<file path="src/rtl/riscv_imm_decode_stage_if.sv">
// Handshake bundle for the immediate-decode stage: upstream instruction offer and
// downstream decoded-entry presentation. The stage sits on the slave side.
interface riscv_imm_decode_stage_if #(
  parameter int unsigned XLEN  = 32,
  parameter int unsigned TAG_W = 32
);
  logic             in_valid;
  logic             in_ready;
  logic [31:0]      in_instr;
  logic [TAG_W-1:0] in_tag;
  logic             out_valid;
  logic             out_ready;
  logic [XLEN-1:0]  out_imm;
  logic [2:0]       out_type;
  logic             out_illegal;
  logic [TAG_W-1:0] out_tag;

  modport slave (
    input  in_valid, in_instr, in_tag, out_ready,
    output in_ready, out_valid, out_imm, out_type, out_illegal, out_tag
  );

  modport master (
    output in_valid, in_instr, in_tag, out_ready,
    input  in_ready, out_valid, out_imm, out_type, out_illegal, out_tag
  );
endinterface

</file>
<file path="src/rtl/riscv_imm_decode_stage.sv">
// RISC-V immediate decoder with a registered 2-entry skid buffer (main + skid).
// Decode is combinational on the offered word; results travel with the tag.
module riscv_imm_decode_stage #(
  parameter int unsigned XLEN  = 32,
  parameter int unsigned TAG_W = 32
) (
  input logic                     clk,
  input logic                     rst,
  input logic                     flush,
  riscv_imm_decode_stage_if.slave bus
);

  localparam bit Rv64 = (XLEN == 64);

  localparam logic [2:0] TypeNone  = 3'd0;
  localparam logic [2:0] TypeI     = 3'd1;
  localparam logic [2:0] TypeS     = 3'd2;
  localparam logic [2:0] TypeB     = 3'd3;
  localparam logic [2:0] TypeU     = 3'd4;
  localparam logic [2:0] TypeJ     = 3'd5;
  localparam logic [2:0] TypeShamt = 3'd6;
  localparam logic [2:0] TypeZimm  = 3'd7;

  typedef struct packed {
    logic [XLEN-1:0]  imm;
    logic [2:0]       typ;
    logic             illegal;
    logic [TAG_W-1:0] tag;
  } entry_t;

  logic [31:0]       instr;
  logic [6:0]        opcode;
  logic [2:0]        funct3;
  logic signed [31:0] imm_i32, imm_s32, imm_b32, imm_u32, imm_j32;
  logic [XLEN-1:0]   dec_imm;
  logic [2:0]        dec_type;
  logic              dec_illegal;
  entry_t            new_entry;

  assign instr   = bus.in_instr;
  assign opcode  = instr[6:0];
  assign funct3  = instr[14:12];
  assign imm_i32 = {{20{instr[31]}}, instr[31:20]};
  assign imm_s32 = {{20{instr[31]}}, instr[31:25], instr[11:7]};
  assign imm_b32 = {{20{instr[31]}}, instr[7], instr[30:25], instr[11:8], 1'b0};
  assign imm_u32 = {instr[31:12], 12'b0};
  assign imm_j32 = {{12{instr[31]}}, instr[19:12], instr[20], instr[30:21], 1'b0};

  // Signed 32-bit casts to XLEN sign-extend for the RV64 build.
  always_comb begin
    dec_imm     = '0;
    dec_type    = TypeNone;
    dec_illegal = 1'b0;
    case (opcode)
      7'b0000011, 7'b0001111, 7'b1100111: begin
        dec_type = TypeI;
        dec_imm  = XLEN'(imm_i32);
      end
      7'b0100011: begin
        dec_type = TypeS;
        dec_imm  = XLEN'(imm_s32);
      end
      7'b1100011: begin
        dec_type = TypeB;
        dec_imm  = XLEN'(imm_b32);
      end
      7'b0110111, 7'b0010111: begin
        dec_type = TypeU;
        dec_imm  = XLEN'(imm_u32);
      end
      7'b1101111: begin
        dec_type = TypeJ;
        dec_imm  = XLEN'(imm_j32);
      end
      7'b0110011: ;
      7'b0010011: begin
        if (funct3[1:0] == 2'b01) begin
          dec_type = TypeShamt;
          if (!Rv64 && instr[25]) dec_illegal = 1'b1;
          else dec_imm = Rv64 ? XLEN'(instr[25:20]) : XLEN'(instr[24:20]);
        end else begin
          dec_type = TypeI;
          dec_imm  = XLEN'(imm_i32);
        end
      end
      7'b0011011: begin
        if (!Rv64) begin
          dec_illegal = 1'b1;
        end else if (funct3[1:0] == 2'b01) begin
          dec_type = TypeShamt;
          if (instr[25]) dec_illegal = 1'b1;
          else dec_imm = XLEN'(instr[24:20]);
        end else begin
          dec_type = TypeI;
          dec_imm  = XLEN'(imm_i32);
        end
      end
      7'b0111011: begin
        if (!Rv64) dec_illegal = 1'b1;
      end
      7'b1110011: begin
        if (funct3[2]) begin
          dec_type = TypeZimm;
          dec_imm  = XLEN'(instr[19:15]);
        end else begin
          dec_type = TypeI;
          dec_imm  = XLEN'(imm_i32);
        end
      end
      default: dec_illegal = 1'b1;
    endcase
    if (dec_illegal) begin
      dec_type = TypeNone;
      dec_imm  = '0;
    end
  end

  assign new_entry = '{imm: dec_imm, typ: dec_type, illegal: dec_illegal, tag: bus.in_tag};

  entry_t main_q, main_d, skid_q, skid_d;
  logic   main_v_q, main_v_d, skid_v_q, skid_v_d, in_ready_q;
  logic   accept, retire;

  assign accept = bus.in_valid & in_ready_q;
  assign retire = main_v_q & bus.out_ready;

  // in_ready_q mirrors an empty skid slot, so accept never coincides with skid_v_q.
  always_comb begin
    main_d   = main_q;
    skid_d   = skid_q;
    main_v_d = main_v_q;
    skid_v_d = skid_v_q;
    if (flush) begin
      main_v_d = 1'b0;
      skid_v_d = 1'b0;
    end else if (retire) begin
      if (skid_v_q) begin
        main_d   = skid_q;
        skid_v_d = 1'b0;
      end else if (accept) begin
        main_d = new_entry;
      end else begin
        main_v_d = 1'b0;
      end
    end else if (accept) begin
      if (main_v_q) begin
        skid_d   = new_entry;
        skid_v_d = 1'b1;
      end else begin
        main_d   = new_entry;
        main_v_d = 1'b1;
      end
    end
  end

  always_ff @(posedge clk) begin
    if (rst) begin
      main_v_q   <= 1'b0;
      skid_v_q   <= 1'b0;
      in_ready_q <= 1'b1;
      main_q     <= '0;
    end else begin
      main_v_q   <= main_v_d;
      skid_v_q   <= skid_v_d;
      in_ready_q <= ~skid_v_d;
      main_q     <= main_d;
    end
  end

  always_ff @(posedge clk) begin
    skid_q <= skid_d;
  end

  assign bus.in_ready    = in_ready_q;
  assign bus.out_valid   = main_v_q;
  assign bus.out_imm     = main_q.imm;
  assign bus.out_type    = main_q.typ;
  assign bus.out_illegal = main_q.illegal;
  assign bus.out_tag     = main_q.tag;

endmodule
</file>
<file path="src/flat_wrapper.sv">
// flat-port wrapper written by rule: the top's interface ports become plain ports
module riscv_imm_decode_stage_flat 
#(
  parameter int unsigned XLEN  = 32,
  parameter int unsigned TAG_W = 32
)
  (clk, rst, flush, bus_in_valid, bus_in_instr, bus_in_tag, bus_out_ready, bus_in_ready, bus_out_valid, bus_out_imm, bus_out_type, bus_out_illegal, bus_out_tag);
  riscv_imm_decode_stage_if #(.XLEN(XLEN), .TAG_W(TAG_W)) bus_i ();
  input logic clk;
  input logic rst;
  input logic flush;
  input wire logic [$bits(bus_i.in_valid)-1:0] bus_in_valid;
  input wire logic [$bits(bus_i.in_instr)-1:0] bus_in_instr;
  input wire logic [$bits(bus_i.in_tag)-1:0] bus_in_tag;
  input wire logic [$bits(bus_i.out_ready)-1:0] bus_out_ready;
  output wire logic [$bits(bus_i.in_ready)-1:0] bus_in_ready;
  output wire logic [$bits(bus_i.out_valid)-1:0] bus_out_valid;
  output wire logic [$bits(bus_i.out_imm)-1:0] bus_out_imm;
  output wire logic [$bits(bus_i.out_type)-1:0] bus_out_type;
  output wire logic [$bits(bus_i.out_illegal)-1:0] bus_out_illegal;
  output wire logic [$bits(bus_i.out_tag)-1:0] bus_out_tag;
  assign bus_i.in_valid = bus_in_valid;
  assign bus_i.in_instr = bus_in_instr;
  assign bus_i.in_tag = bus_in_tag;
  assign bus_i.out_ready = bus_out_ready;
  assign bus_in_ready = bus_i.in_ready;
  assign bus_out_valid = bus_i.out_valid;
  assign bus_out_imm = bus_i.out_imm;
  assign bus_out_type = bus_i.out_type;
  assign bus_out_illegal = bus_i.out_illegal;
  assign bus_out_tag = bus_i.out_tag;
  riscv_imm_decode_stage #(.XLEN(XLEN), .TAG_W(TAG_W)) u_core (.clk(clk), .rst(rst), .flush(flush), .bus(bus_i));
endmodule
</file>
<file path="config.mk">
export PLATFORM = sky130hd
export DESIGN_NAME = riscv_imm_decode_stage_flat
export DESIGN_NICKNAME = d
export VERILOG_FILES = /design/src/rtl/riscv_imm_decode_stage_if.sv /design/src/rtl/riscv_imm_decode_stage.sv /design/src/flat_wrapper.sv
export SDC_FILE = /design/constraint.sdc
export NUM_CORES = 1
export LEC_CHECK = 0
export ABC_AREA = 1
export CAP_MARGIN = 20
export CORE_UTILIZATION = 55
export DETAILED_ROUTE_END_ITERATION = 7
export GPL_ROUTABILITY_DRIVEN = 0
export GPL_TIMING_DRIVEN = 0
export PLACE_DENSITY = 0.83
export SETUP_SLACK_MARGIN = 0.5
export SLEW_MARGIN = 40
export SYNTH_ARGS = -nofsm -noshare
export SYNTH_HDL_FRONTEND = slang
export SYNTH_SLANG_ARGS = --single-unit
</file>
<file path="constraint.sdc">
create_clock -name clk -period 21.2 [get_ports clk]
set_clock_uncertainty 0.2 [all_clocks]
set_input_delay 5.3 -clock clk [delete_from_list [all_inputs] [get_ports clk]]
set_output_delay 5.3 -clock clk [all_outputs]
set_load 0.02 [all_outputs]
</file>
# ---- After elaboration in Yosys (flattened, before gate mapping)
# Index checks and enable logic that the tools add are counted.
dict set report totals {
  reg_bits 139
  wordCells 65
  in_bits 69
  output_inout_bits 70
}
dict set report op_classes {
  n_mux 25
  reduce_logical 9
  n_eq_ne 15
  bitwise_logic 5
}
# operator n
set ops {}
lappend ops {{$mux W68} 5}
lappend ops {{$pmux W32 S7} 1}
lappend ops {{$mux W32} 3}
lappend ops {{$eq A7 B7 Y1 const B} 4}
lappend ops {{$eq A7 B6 Y1 const B} 3}
lappend ops {{$pmux W3 S7} 1}
lappend ops {{$eq A7 B5 Y1 const B} 2}
lappend ops {{$mux W1} 10}
lappend ops {{$reduce_or A10 Y1} 1}
lappend ops {{$mux W3} 3}
lappend ops {{$reduce_and A4 Y1} 2}
lappend ops {{$eq A7 B2 Y1 const B} 1}
lappend ops {{$eq A7 B4 Y1 const B} 1}
lappend ops {{$ne A2 B2 Y1 const B} 3}
lappend ops {{$mux W5} 1}
lappend ops {{$reduce_bool A2 Y1} 2}
lappend ops {{$reduce_or A2 Y1} 2}
lappend ops {{$not A1 Y1} 3}
lappend ops {{$reduce_and A3 Y1} 1}
lappend ops {{$reduce_or A3 Y1} 1}
lappend ops {{$and A1 B1 Y1} 2}
lappend ops {{$eq A2 B1 Y1 const B} 1}
lappend ops {{$pmux W1 S2} 1}

# ---- Longest topological paths before layout
dict set report logic_depth {
  word_depth 7
  mapped_depth 11
  mapped_depth_nobuf 11
}

# ---- Worst setup path after synthesis
# OpenSTA, ideal clock, no wires.
dict set report synth_path {
  path_type {in2reg}
  start {input bus_out_ready}
  end {register u_core.skid_q[0] (netlist name) (enable)}
  slack_ns 10.316
  cell_stages 3
  path_buffers 0
  arrival_ns 10.105
  t_required_ns 20.422
  setup_time_ns 0.578
  cell_sequence {nor2_1 > inv_1 > nor3_1}
}
dict set report synth_between {
  elab_chain_cells 3
}
# item line_no
set synth_lines {}
lappend synth_lines {{start, declared} flat_wrapper.sv:15} ;# input wire logic [$bits(bus_i.out_ready)-1:0] bus_out_ready;
lappend synth_lines {{$and A1 B1 Y1} riscv_imm_decode_stage.sv:125} ;# assign retire = main_v_q & bus.out_ready;
lappend synth_lines {{$not A1 Y1 (no source line)} --}
lappend synth_lines {{$reduce_and A4 Y1 (no source line)} --}
lappend synth_lines {{end signal, assigned} riscv_imm_decode_stage.sv:171} ;# skid_q <= skid_d;
lappend synth_lines {{end, declared} riscv_imm_decode_stage.sv:120} ;# entry_t main_q, main_d, skid_q, skid_d;
# No other way between the ends.
# A chain may end at the register's enable or synchronous reset.

# ---- Final worst setup path
dict set report layout_path {
  start {input bus_out_ready}
  end {register u_core.main_q, in the netlist u_core.bus.out_imm[15]}
}
dict set report layout_between {
  elab_chain_cells 3
  elab_cells_between_ends 5
  classes_between {eq/ne (1); mux (1); bitwise (1); reduce/logical (2)}
}
# item line_no
set layout_lines {}
lappend layout_lines {{$and A1 B1 Y1 *} riscv_imm_decode_stage.sv:125}
lappend layout_lines {{$ne A2 B2 Y1 (no source line) or $reduce_bool A2 Y1 (tied branches)} --}
lappend layout_lines {{$reduce_and A4 Y1 (no source line)} --}
lappend layout_lines {{end signal, assigned} riscv_imm_decode_stage.sv:166} ;# main_q <= main_d;
lappend layout_lines {{end, declared} riscv_imm_decode_stage.sv:120}
# Mark *: on every way between the ends. The rest lies on a longest branch, timed or not.

==> flow_metrics.env <==
export IMPL_outcome="complete, no violations"
export IMPL_fillers=766
export IMPL_cpMaxStageDelayCell="clkbuf_1"
export IMPL_final_common_cell="nand2_1"
export IMPL_routedWlPerCell_um=16.56
export IMPL_period_needed_ps=7201
export IMPL_finalNetCount=963
export IMPL_cts_hold_buf=0
export IMPL_drv_slew=0
export IMPL_clk_pin_slew_ps=60
export IMPL_htree_num_levels=4
export IMPL_final_cell_mix="nand2_1, clkdlybuf4s50_1, o21ai_0"
export IMPL_hold_violations=0
export IMPL_maxCapViolCount=0
export IMPL_synth_area_leaders="edfxtp_1, dfxtp_1, nand2_1"
export IMPL_pre_cts_ws_ps=13590
export IMPL_min_path_type="reg -> reg"
export IMPL_ir_drop_uv=50.85
export IMPL_seqCellArea_um2=3463
export IMPL_leakage_nw=3.383
export IMPL_final_util_pct=76.91
export IMPL_path_cells="clkdlybuf4s50_1, nand2_1, nor2_2, inv_2, clkbuf_1, clkbuf_1, nand2_1, a21oi_1"
export IMPL_p_int_mw=0.4996
export IMPL_whs_ps=332.0
export IMPL_critPathMaxFanout=10
export IMPL_drive_gt1_share_pct=12.79
export IMPL_power_switching_mw=0.1620
export IMPL_rows=38
export IMPL_grt_max_degree=17
export IMPL_tightest_slew_ps=589.3
export IMPL_cp_num_buf_inv=4
export IMPL_root_buffer="clkbuf_16"
export IMPL_drtPass1Iterations=5
export IMPL_power_density_nw_per_um2=78.32
export IMPL_swShare_pct=24.48
export IMPL_grtUsageTotal_pct=30.46
export IMPL_synth_top_area_cell="edfxtp_1"
export IMPL_cts_sinks=139
export IMPL_antenna_found_initial=0
export IMPL_cts_tree="built"
export IMPL_slowest_delay_ps=480
export IMPL_area_growth_pct=34.89
export IMPL_yosys_warnings=0
export IMPL_power_mw=0.6616
export IMPL_worstPathArrival_ps=7330
export IMPL_diodes=0
export IMPL_vias=5994
export IMPL_grt_ovfl_total=0
export IMPL_die_h_um=108.7
export IMPL_routed_wl_mm=17.34
export IMPL_synth_seq_area_share_pct=55.30
export IMPL_dieArea_um2=11820
export IMPL_crit_family="buffers and inverters"
export IMPL_grt_pass1_vias=5810
export IMPL_drtAntennaViolNets=0
export IMPL_synth_cells=729
export IMPL_fp_coreArea_um2=10980
export IMPL_drc=0
export IMPL_dpl_cell_area_um2=7871
export IMPL_finalSetupViolCount=0
export IMPL_cp_end_kind="register"
export IMPL_drtIter0Drc=543
export IMPL_cts_buffers=17
export IMPL_clock_path_buffers=2
export IMPL_clockPowerShare_pct=43.4
export IMPL_viasPerCell=5.725
export IMPL_dp_cells=1015
export IMPL_syn_area_um2=6262
export IMPL_synth_distinct_cells=26
export IMPL_crit_type="in -> reg"
export IMPL_final_area_um2=8447
export IMPL_seqPwrFrac_pct=44.6
export IMPL_final_cells=1047
export IMPL_rsz0062_at_grt="false"
export IMPL_post_cts_resized=0
export IMPL_synth_area_per_cell_um2=8.590
export IMPL_cts_setup_buffers=0
export IMPL_clk_latency_ps=420
export IMPL_fin_setup_tns_ps=0
export IMPL_comb_power_share_pct=12.0
export IMPL_period_share_pct=33.97
export IMPL_worst_setup_path_start_kind="input pin"
export IMPL_multi_input_area_um2=2456
export IMPL_slew_headroom_pct=60.71
export IMPL_finalWorstSetupSlack_ps=14000
export IMPL_grt_pass1_wl_mm=27.59
export IMPL_ys_ff_latch=139
export IMPL_io_buffers=136
export IMPL_cp_required_ps=21330
export IMPL_synth_top_area_share_pct=32.61
export IMPL_max_freq_mhz=138.9
export IMPL_synth_nets=798
export IMPL_initial_core_util_pct=57.02
export IMPL_hpwl_mm=12.51
export IMPL_die_w_um=108.7
export IMPL_ios=139
==> metal layers <==
layer | track usage [%] | wire length [µm] | part of all wire [%] | vias to the layer above
li1 | - | - | - | 2840
met1 | 37.13 | 7039 | 41 | 2834
met2 | 52.89 | 8576 | 49 | 281
met3 | 6.455 | 1374 | 7.9 | 39
met4 | 11.39 | 347 | 2.0 | 0
met5 | 0 | 0 | 0 | -
==> state kept, by name, indices dropped and copies added, names as in the netlist <==
signal / count
u_core.bus.in_ready: 1
u_core.skid_v_q: 1
u_core.bus.out_type: 3
u_core.skid_q: 68
u_core.bus.out_illegal: 1
u_core.bus.out_imm: 32
u_core.bus.out_valid: 1
u_core.bus.out_tag: 32
==> kinds of logic after synthesis <==
logic type | count (synthesis) | share of synthesized area (%)
AND/OR/NAND/NOR | 295 | 20.68
AO/OA/AOI/OAI | 215 | 18.46
flip-flops | 139 | 55.30
buffers and inverters | 80 | 5.554
==> cells in the mapped netlist <==
cell type,number
nand3_2,3
a21oi_1,75
inv_2,6
edfxtp_1,68
a21oi_2,10
o31ai_1,1
nand2_4,1
buf_2,17
nor2_1,60
o21ai_0,94
nand2_1,160
or2_2,1
o21ai_1,3
buf_4,7
inv_1,25
clkbuf_1,24
nor3_1,3
nor2_2,5
dfxtp_1,71
nand3_1,23
buf_1,1
nor2_4,1
nand3b_1,9
nand2_2,25
a31oi_1,32
nand4_1,4
==> power by group through the flow <==
stage,combinational (mW),sequential (mW),clock [mW]
6_report,0.0795,0.295,0.287
2_1_floorplan,0.0265,0.311,0
3_3_place_gp,0.0756,0.301,0
4_1_cts,0.0790,0.295,0.289
5_1_grt,0.0855,0.296,0.301
3_5_place_dp,0.0781,0.301,0
==> area by class of cell <==
type                            instances  share of cell area, %
Timing Repair Buffer                  146                  16.92
Sequential cell                       139                  41.00
Multi-Input combinational cell        510                  29.08
Clock inverter                         14                  1.733
Clock buffer                           18                  5.081
Tap cell                              140                  2.074
Buffer                                 49                  2.740
Inverter                               31                  1.378
==> worst paths after layout <==
kind | startpoint | end | slack [ps] | cells past startpoint
min | u_core.skid_q[35] | u_core.bus.out_type[2] | 330 | 2
max | bus_out_ready | u_core.bus.out_imm[15] | 14000 | 8
min reg2reg | u_core.skid_q[35] | u_core.bus.out_type[2] | 330 | 2
max reg2reg | u_core.bus.out_valid | u_core.skid_q[47] | 18920 | 7
==> worst reg2reg max path: stages, from the launching register on <==
cell	delay (ps)
dfxtp_1	350
inv_1	80
nor2_1	140
inv_1	90
nor3_2	380
buf_4	270
buf_2	220
buf_2	240
(Power assumes the default switching activity.)
